<file path="src/rtl/id_ex_ctrl_pipe_pkg.sv">
// rtl/id_ex_ctrl_pipe_pkg.sv - shared opcode, encoding and control-bundle definitions
// Purpose: opcode[6:2] values, WB/IMM/ALU select encodings, the M-extension
//          funct7 value and the packed control bundle passed from decode to ID/EX.
// Ports:   none (package).
package id_ex_ctrl_pipe_pkg;

  localparam logic [4:0] OPC_R     = 5'b01100;
  localparam logic [4:0] OPC_I     = 5'b00100;
  localparam logic [4:0] OPC_LD    = 5'b00000;
  localparam logic [4:0] OPC_JALR  = 5'b11001;
  localparam logic [4:0] OPC_ST    = 5'b01000;
  localparam logic [4:0] OPC_BR    = 5'b11000;
  localparam logic [4:0] OPC_JAL   = 5'b11011;
  localparam logic [4:0] OPC_LUI   = 5'b01101;
  localparam logic [4:0] OPC_AUIPC = 5'b00101;

  localparam logic [1:0] WB_MEM = 2'b00;
  localparam logic [1:0] WB_ALU = 2'b01;
  localparam logic [1:0] WB_PC4 = 2'b10;
  localparam logic [1:0] WB_IMM = 2'b11;

  localparam logic [2:0] IMM_I = 3'b000;
  localparam logic [2:0] IMM_S = 3'b001;
  localparam logic [2:0] IMM_B = 3'b010;
  localparam logic [2:0] IMM_U = 3'b011;
  localparam logic [2:0] IMM_J = 3'b100;

  localparam logic [1:0] ALU_R   = 2'b00;
  localparam logic [1:0] ALU_I   = 2'b01;
  localparam logic [1:0] ALU_ADD = 2'b10;

  localparam logic [6:0] FUNCT7_MULDIV = 7'b0000001;

  typedef struct packed {
    logic       reg_wen;
    logic       asel;
    logic       bsel;
    logic       mem_write;
    logic       mem_read;
    logic       branch;
    logic       jump;
    logic [1:0] wb_sel;
    logic [2:0] imm_sel;
    logic [1:0] alu_op;
    logic       md;
    logic       md_div;
    logic       illegal;
  } ctrl_t;

endpackage

</file>
<file path="src/rtl/id_ex_ctrl_pipe_dec.sv">
// rtl/id_ex_ctrl_pipe_dec.sv - combinational instruction decode table
// Purpose: maps opcode/funct fields to the control bundle and register-use flags.
// Ports:   opc (instr[6:2]), funct3_msb (instr[14]), funct7 (instr[31:25]),
//          rd_zero (destination is x0) in; ctrl bundle, use_rs1, use_rs2 out.
module dec_ctrl_comb
  import id_ex_ctrl_pipe_pkg::*;
#(
  parameter int EN_M = 1
) (
  input  logic [4:0] opc,
  input  logic       funct3_msb,
  input  logic [6:0] funct7,
  input  logic       rd_zero,
  output ctrl_t      ctrl,
  output logic       use_rs1,
  output logic       use_rs2
);

  always_comb begin
    ctrl    = '0;
    use_rs1 = 1'b0;
    use_rs2 = 1'b0;
    case (opc)
      OPC_R: begin
        ctrl.reg_wen = 1'b1; ctrl.wb_sel = WB_ALU; ctrl.alu_op = ALU_R;
        use_rs1 = 1'b1; use_rs2 = 1'b1;
      end
      OPC_I: begin
        ctrl.reg_wen = 1'b1; ctrl.bsel = 1'b1; ctrl.wb_sel = WB_ALU;
        ctrl.imm_sel = IMM_I; ctrl.alu_op = ALU_I; use_rs1 = 1'b1;
      end
      OPC_LD: begin
        ctrl.reg_wen = 1'b1; ctrl.bsel = 1'b1; ctrl.mem_read = 1'b1;
        ctrl.wb_sel = WB_MEM; ctrl.alu_op = ALU_ADD; use_rs1 = 1'b1;
      end
      OPC_JALR: begin
        ctrl.reg_wen = 1'b1; ctrl.bsel = 1'b1; ctrl.jump = 1'b1;
        ctrl.wb_sel = WB_PC4; ctrl.alu_op = ALU_ADD; use_rs1 = 1'b1;
      end
      OPC_ST: begin
        ctrl.mem_write = 1'b1; ctrl.bsel = 1'b1; ctrl.imm_sel = IMM_S;
        ctrl.alu_op = ALU_ADD; use_rs1 = 1'b1;
      end
      OPC_BR: begin
        ctrl.asel = 1'b1; ctrl.bsel = 1'b1; ctrl.branch = 1'b1;
        ctrl.imm_sel = IMM_B; ctrl.alu_op = ALU_ADD;
        use_rs1 = 1'b1; use_rs2 = 1'b1;
      end
      OPC_JAL: begin
        ctrl.reg_wen = 1'b1; ctrl.asel = 1'b1; ctrl.bsel = 1'b1; ctrl.jump = 1'b1;
        ctrl.wb_sel = WB_PC4; ctrl.imm_sel = IMM_J; ctrl.alu_op = ALU_ADD;
      end
      OPC_LUI: begin
        ctrl.reg_wen = 1'b1; ctrl.wb_sel = WB_IMM; ctrl.imm_sel = IMM_U;
      end
      OPC_AUIPC: begin
        ctrl.reg_wen = 1'b1; ctrl.asel = 1'b1; ctrl.bsel = 1'b1;
        ctrl.wb_sel = WB_ALU; ctrl.imm_sel = IMM_U; ctrl.alu_op = ALU_ADD;
      end
      default: ctrl.illegal = 1'b1;
    endcase

    // With EN_M = 0 the MULDIV encodings fall through as ordinary R-type.
    ctrl.md     = (EN_M != 0) && (opc == OPC_R) && (funct7 == FUNCT7_MULDIV);
    ctrl.md_div = ctrl.md & funct3_msb;

    // Writes to x0 are architecturally discarded; drop the enable here.
    if (rd_zero) ctrl.reg_wen = 1'b0;
  end

endmodule

</file>
<file path="src/rtl/id_ex_ctrl_pipe.sv">
// rtl/id_ex_ctrl_pipe.sv - ID/EX control pipeline register with hazard and divide stall
// Purpose: registers the decoded control bundle into ID/EX, detects load-use hazards,
//          applies branch/jump flush and holds EX for multi-cycle divides.
// Ports:   clk, rst_n (sync active-low), id_valid, id_instr[31:0], flush in;
//          stall_id (combinational) and the registered ex_* control bundle out.
module id_ex_ctrl_pipe
  import id_ex_ctrl_pipe_pkg::*;
#(
  parameter int EN_M    = 1,
  parameter int DIV_LAT = 32,
  parameter int RA_W    = 5
) (
  input  logic            clk,
  input  logic            rst_n,
  input  logic            id_valid,
  input  logic [31:0]     id_instr,
  input  logic            flush,
  output logic            stall_id,
  output logic            ex_valid,
  output logic            ex_reg_wen,
  output logic            ex_asel,
  output logic            ex_bsel,
  output logic            ex_mem_write,
  output logic            ex_mem_read,
  output logic            ex_branch,
  output logic            ex_jump,
  output logic [1:0]      ex_wb_sel,
  output logic [2:0]      ex_imm_sel,
  output logic [1:0]      ex_alu_op,
  output logic            ex_md_op,
  output logic            ex_md_div,
  output logic [RA_W-1:0] ex_rd,
  output logic            ex_illegal
);

  localparam int CNT_W = $clog2(DIV_LAT);

  ctrl_t           dec;
  ctrl_t           ex_c;
  logic            use_rs1, use_rs2;
  logic [RA_W-1:0] rd, rs1, rs2;
  logic [CNT_W-1:0] cnt;
  logic            lu, db;
  logic            unused_bits;

  assign rd  = id_instr[7 +: RA_W];
  assign rs1 = id_instr[15 +: RA_W];
  assign rs2 = id_instr[20 +: RA_W];
  assign unused_bits = ^{id_instr[1:0], id_instr[13:12]};

  dec_ctrl_comb #(.EN_M(EN_M)) u_dec (
    .opc        (id_instr[6:2]),
    .funct3_msb (id_instr[14]),
    .funct7     (id_instr[31:25]),
    .rd_zero    (rd == '0),
    .ctrl       (dec),
    .use_rs1    (use_rs1),
    .use_rs2    (use_rs2)
  );

  assign lu = ex_valid & ex_c.mem_read & (ex_rd != '0) & id_valid &
              ((use_rs1 & (rs1 == ex_rd)) | (use_rs2 & (rs2 == ex_rd)));
  assign db = (cnt != '0);
  assign stall_id = ~flush & (db | lu);

  // Priority: reset, flush, divide hold, load-use bubble, normal load.
  // A load-use seen while the divide holds EX is re-evaluated once db drops.
  always_ff @(posedge clk) begin
    if (!rst_n) begin
      ex_valid <= 1'b0;
      ex_c     <= '0;
      ex_rd    <= '0;
      cnt      <= '0;
    end else if (flush) begin
      ex_valid <= 1'b0;
      ex_c     <= '0;
      ex_rd    <= '0;
      cnt      <= '0;
    end else if (db) begin
      cnt <= cnt - 1'b1;
    end else if (lu) begin
      ex_valid <= 1'b0;
      ex_c     <= '0;
      ex_rd    <= '0;
    end else begin
      ex_valid <= id_valid;
      ex_c     <= id_valid ? dec : '0;
      ex_rd    <= id_valid ? rd : '0;
      // Issue edge counts as the first of DIV_LAT cycles in EX.
      if (id_valid && dec.md_div) cnt <= CNT_W'(DIV_LAT - 1);
    end
  end

  assign ex_reg_wen   = ex_c.reg_wen;
  assign ex_asel      = ex_c.asel;
  assign ex_bsel      = ex_c.bsel;
  assign ex_mem_write = ex_c.mem_write;
  assign ex_mem_read  = ex_c.mem_read;
  assign ex_branch    = ex_c.branch;
  assign ex_jump      = ex_c.jump;
  assign ex_wb_sel    = ex_c.wb_sel;
  assign ex_imm_sel   = ex_c.imm_sel;
  assign ex_alu_op    = ex_c.alu_op;
  assign ex_md_op     = ex_c.md;
  assign ex_md_div    = ex_c.md_div;
  assign ex_illegal   = ex_c.illegal;

endmodule

</file>
<file path="config.mk">
export PLATFORM = sky130hd
export DESIGN_NAME = id_ex_ctrl_pipe
export DESIGN_NICKNAME = d
export VERILOG_FILES = /design/src/rtl/id_ex_ctrl_pipe_pkg.sv /design/src/rtl/id_ex_ctrl_pipe_dec.sv /design/src/rtl/id_ex_ctrl_pipe.sv
export SDC_FILE = /design/constraint.sdc
export NUM_CORES = 1
export LEC_CHECK = 0
export ABC_AREA = 1
export CAP_MARGIN = 20
export CORE_MARGIN = 5
export CORE_UTILIZATION = 50
export CTS_CLUSTER_DIAMETER = 50
export CTS_CLUSTER_SIZE = 24
export DETAILED_ROUTE_END_ITERATION = 16
export GPL_TIMING_DRIVEN = 1
export PLACE_DENSITY = 0.93
export SKIP_CTS_REPAIR_TIMING = 1
export SLEW_MARGIN = 20
export SYNTH_ARGS = -nofsm -noshare
export SYNTH_HDL_FRONTEND = slang
export SYNTH_SLANG_ARGS = --single-unit
</file>
<file path="constraint.sdc">
create_clock -name clk -period 3.7 [get_ports clk]
set_input_delay 0.74 -clock clk [delete_from_list [all_inputs] [get_ports clk]]
set_output_delay 0.74 -clock clk [all_outputs]
set_load 0.02 [all_outputs]
</file>
After elaboration in Yosys (flattened, before gate mapping)
Cells that the tools add are included.
Widths: inputs -> output; s select.
{"block": "op_classes", "add_sub_neg": 1, "eq_ne": 12, "muxes": 22, "bitwise": 12, "reduce_logical": 19}
{"cell": "$mux 17", "count": 2}
{"cell": "$mux 5", "count": 5}
{"cell": "$eq 5x4->1 const B", "count": 3}
{"cell": "$eq 5x5->1 const B", "count": 3}
{"cell": "$reduce_or 7->1", "count": 2}
{"cell": "$mux 1", "count": 12}
{"cell": "$pmux 3 s4", "count": 1}
{"cell": "$reduce_or 6->1", "count": 2}
{"cell": "$eq 5x3->1 const B", "count": 2}
{"cell": "$eq 5x5->1", "count": 2}
{"cell": "$logic_not 5->1", "count": 2}
{"cell": "$reduce_bool 5->1", "count": 2}
{"cell": "$reduce_or 9->1", "count": 1}
{"cell": "$and 1x1->1", "count": 8}
{"cell": "$reduce_or 2->1", "count": 4}
{"cell": "$eq 7x1->1 const B", "count": 1}
{"cell": "$pmux 2 s3", "count": 1}
{"cell": "$reduce_or 3->1", "count": 2}
{"cell": "$sub 5x1->5 const B", "count": 1}
{"cell": "$pmux 2 s2", "count": 1}
{"cell": "$logic_and 1x1->1", "count": 2}
{"cell": "$ne 2x1->1 const B", "count": 1}
{"cell": "$not 1->1", "count": 2}
{"cell": "$or 1x1->1", "count": 2}
{"cell": "other kinds (2)", "count": 2}
{"block": "totals", "reg_bits": 28, "input_bits": 36, "out_inout_bits": 24}

Logic depth before layout (Yosys ltp)
{"block": "logic_depth", "ltp_word": 8, "depth_mapped": 12, "ltp_nobuf": 12}

Cells and area by module
Synthesis repeated with hierarchy kept, for this count alone.
{"block": "unflattened", "hier_cells": 286, "area_unflattened_um2": 1774.2}
{"mod": "id_ex_ctrl_pipe", "instances": 1, "cells_per_inst": 220, "area_each_um2": 1493.9}
{"mod": "dec_ctrl_comb", "instances": 1, "cells_per_inst": 66, "area_each_um2": 280.3}

Worst setup path before layout
Ideal clock, no wire load.
{"block": "synth_timing", "path_type": "in2out", "from": "input id_instr[3]", "to": "output stall_id", "arrival_ps": 1753, "required_time_ps": 2960, "setup_slack_ps": 1207, "path_stages": 10, "cell_sequence": "nor2_2 > nand3_2 > nand2_1 > nand2_1 > inv_1 > nand2_2 > nand2_4 > nand2_4 > buf_8 > a21oi_2"}
{"block": "synth_between", "elab_chain_len": 8, "word_cells_on_any_way": 16, "cone_classes": "eq/ne (5); mux (2); bitwise (6); reduce/logical (3)"}
{"element": "start, declared", "line": "id_ex_ctrl_pipe.sv:16", "source": "input logic [31:0] id_instr,"}
{"element": "$eq 5x4->1 (tied with other cells)", "line": "id_ex_ctrl_pipe_dec.sv:23", "source": "case (opc)"}
{"element": "$reduce_or 6->1 (no line) / $reduce_or 2->1 (equally long branches)"}
{"element": "$mux 1", "line": "id_ex_ctrl_pipe_dec.sv:23"}
{"element": "$and 1x1->1", "line": "id_ex_ctrl_pipe.sv:62", "source": "((use_rs1 & (rs1 == ex_rd)) | (use_rs2 & (rs2 == ex_rd)));"}
{"element": "$or 1x1->1 *", "line": "id_ex_ctrl_pipe.sv:62"}
{"element": "$and 1x1->1 *", "line": "id_ex_ctrl_pipe.sv:61", "source": "assign lu = ex_valid & ex_c.mem_read & (ex_rd != '0) & id_valid &"}
{"element": "$or 1x1->1 *", "line": "id_ex_ctrl_pipe.sv:64", "source": "assign stall_id = ~flush & (db | lu);"}
{"element": "$and 1x1->1 *", "line": "id_ex_ctrl_pipe.sv:64"}
{"element": "end, declared", "line": "id_ex_ctrl_pipe.sv:18", "source": "output logic stall_id,"}
Every way passes the cells marked *; elsewhere a longest branch is shown, timed or not.

Final worst setup path
Ends and elaborated chain as after synthesis.

==> flow_metrics.env <==
export IMPL_status="finished, final reports clean"
export IMPL_cp_cell_sequence="clkdlybuf4s50_1 -> nor2_2 -> nand3_2 -> nand2_1 -> nand2_1 -> inv_1 -> nand2_2 -> nand2_4 -> nand2_4 -> a21oi_2 -> clkdlybuf4s50_1"
export IMPL_worstPathArrival_ns=2.79
export IMPL_power_per_cell_area_mw_per_mm2=587.8
export IMPL_cts_tree="yes"
export IMPL_clk_latency_ns=0.28
export IMPL_hold_viol=0
export IMPL_synth_cells=263
export IMPL_synthTopCellsByCount="nand2_1, dfxtp_1, inv_1"
export IMPL_tns_ns=0
export IMPL_crit_start="id_instr[3]"
export IMPL_synth_top_cell_by_area="dfxtp_1"
export IMPL_postSynthAreaPerCell_sq_um=7.022
export IMPL_hold_start="ex_illegal$_SDFFE_PP0P_"
export IMPL_syn_area_sq_mm=0.001847
export IMPL_ys_ff_latch=28
export IMPL_path_buf_inv=3
export IMPL_post_route_min_period_ns=3.527
export IMPL_path_delay_family="buffers and inverters"
export IMPL_via_per_inst=5.165
export IMPL_max_freq_mhz=283.6
export IMPL_rsz0062_at_grt="false"
export IMPL_fp_dieH_um=70.78
export IMPL_portBuffers=55
export IMPL_ys_seq_area_share_pct=30.35
export IMPL_io_pins=60
export IMPL_drv_slew=0
export IMPL_synth_cell_types=30
export IMPL_wl_met1_um=2053
export IMPL_drtIter0Drc=57
export IMPL_relSlewSlack_pct=32.91
export IMPL_leakage_nw=0.9793
export IMPL_coreArea_sq_mm=0.003606
export IMPL_fin_area_sq_mm=0.002482
export IMPL_ys_async_sr_fraction_pct=0
export IMPL_routed_wl_um=4723
export IMPL_routed_via_count=1875
export IMPL_grt_max_degree=29
export IMPL_synth_top_area_share_pct=30.35
export IMPL_path_clk_slew_ns=0.09
export IMPL_fin_crit_sh_pct=95.32
export IMPL_critical_path_class="input port to output pin"
export IMPL_r2r_start="cnt[0]$_SDFFE_PP0P_"
export IMPL_tightest_slew_ns=1.005
export IMPL_endpoint_kind="output pin"
export IMPL_num_rows=22
export IMPL_cp_start_kind="input port"
export IMPL_nets=353
export IMPL_synth_edf_count=0
export IMPL_drive_gt1_share_pct=19.37
export IMPL_die_width_um=70.78
export IMPL_gp_congestion=0.9925
export IMPL_drv_cap=0
export IMPL_grt_usage_pct=19.04
export IMPL_firstDrtPassIters=4
export IMPL_final_core_util_pct=68.84
export IMPL_path_max_fanout=5
export IMPL_hold_class="flop to flop"
export IMPL_dieArea_sq_mm=0.005009
export IMPL_syn_nets=300
export IMPL_globalRouteOverflowTotal=0
export IMPL_wl_per_cell_um=13.01
export IMPL_area_growth_pct=34.42
export IMPL_report_final_setup_viol=0
export IMPL_cp_required_ns=2.96
export IMPL_clock_sinks=28
export IMPL_first_global_vias=1782
export IMPL_antenna_found_initial=0
export IMPL_slowest_delay_ns=0.62
export IMPL_dp_cells=359
export IMPL_grt_pass1_wl_um=7941
export IMPL_cts_max_level=1
export IMPL_ys_top_cells_by_area="dfxtp_1, nand2_1, nand3_2, a21oi_2, inv_1"
export IMPL_ant_nets=0
export IMPL_fin_cells=363
export IMPL_dr_wl_met3_um=316
export IMPL_cts_buffers=3
export IMPL_placed_area_sq_mm=0.002411
export IMPL_hpwl_um=3554
export IMPL_finClkSkew_ns=0.005382
export IMPL_drc=0
export IMPL_top_layer="met4"
export IMPL_synthFlopType="dfxtp_1"
export IMPL_root_buffer="clkbuf_8"
export IMPL_clockBufferDepth=2
export IMPL_vdd_drop_max_uv=1191
export IMPL_start_util_pct=51.21
export IMPL_synth_most_common_cell="nand2_1"
export IMPL_total_power_mw=1.459
export IMPL_slowest_stage="clkdlybuf4s50_1"
export IMPL_route_met2_wl_um=2295
export IMPL_n_antenna_cell=0
export IMPL_ys_warn_count=0
worst paths after layout:
check	endpoint	slack, ns	cells past startpoint
setup / recovery	stall_id	0.17	11
hold / removal	ex_illegal$_SDFFE_PP0P_	0.48	2
setup reg to reg	ex_wb_sel[1]$_SDFFE_PP0P_	1.60	8
hold reg to reg	ex_illegal$_SDFFE_PP0P_	0.48	2
power by group:
part	total, mW	internal (mW)	switching, mW	leakage, nW
sequential	0.392	0.350	0.0427	0.227
clock	0.242	0.145	0.0967	0.0357
combinational	0.825	0.262	0.564	0.717
total	1.46	0.756	0.703	0.979
worst register-to-register path, cell delays in order, from the launching register on:
cell and delay, ns:
dfxtp_1 0.34, inv_1 0.09, ha_1 0.19, nand2_1 0.09, nor2_2 0.14, buf_4 0.39
inv_1 0.44, nand2_1 0.21, a21oi_2 0.06
flip-flops by register name, indices dropped and copies added, names as in the netlist, 2 cells and up:
register / cells
ex_alu_op: 2
ex_wb_sel: 2
cnt: 5
ex_imm_sel: 3
ex_rd: 5
layout make-up:
type                       instances  area, sq um
clock inverter                     1        30.03
timing repair buffer              59        580.6
inverter                          30        112.6
tap                               48        60.06
clock buffer                       3        41.29
fill                             303         1124
sequential                        28        560.5
multi-input combinational        194         1097
through the flow:
step | worst slack (ns) | hold WS, ns
after floorplan | 1.207 | 0.4808
final | 0.1733 | 0.4756
after global placement | 0.2341 | 0.4574
after detailed placement | 0.1802 | 0.4603
after CTS | 0.1638 | 0.4770
after global routing | 0.02688 | 0.4915
layer usage:
metal	vias up	track usage, %
li1	951	-
met1	840	24.93
met2	77	31.51
met3	7	3.267
met4	0	6.681
met5	-	0
cells by family (layout without fill, tap and decap cells):
| logic type | Yosys count | count (layout) | synth area share [%] |
|---|---|---|---|
| fa+ha+maj | 1 | 1 | 0.6774 |
| compound gates | 34 | 34 | 13.14 |
| flops | 28 | 28 | 30.35 |
| simple gates | 157 | 157 | 44.51 |
| xor+xnor | 2 | 2 | 0.9487 |
| buf+inv | 41 | 93 | 10.37 |
cells in the final DEF, fill, tap and decap left out, types with 3 or more instances in the layout:
| master | synthesis | final |
|---|---|---|
| nor3_1 | 6 | 6 |
| o21ai_0 | 3 | 3 |
| nand3_1 | 11 | 11 |
| dfxtp_1 | 28 | 28 |
| a21oi_2 | 17 | 17 |
| nand4_1 | 4 | 4 |
| clkdlybuf4s50_1 | 0 | 55 |
| inv_1 | 28 | 28 |
| clkbuf_8 | 0 | 3 |
| nand3_2 | 18 | 18 |
| nand2_1 | 73 | 73 |
| nor2_1 | 26 | 25 |
| nand3b_2 | 5 | 5 |
| nand2_2 | 4 | 4 |
| buf_4 | 2 | 4 |
| a21oi_1 | 11 | 11 |
| nor2_2 | 3 | 4 |
Note: power is estimated with default switching activity, not from simulation.
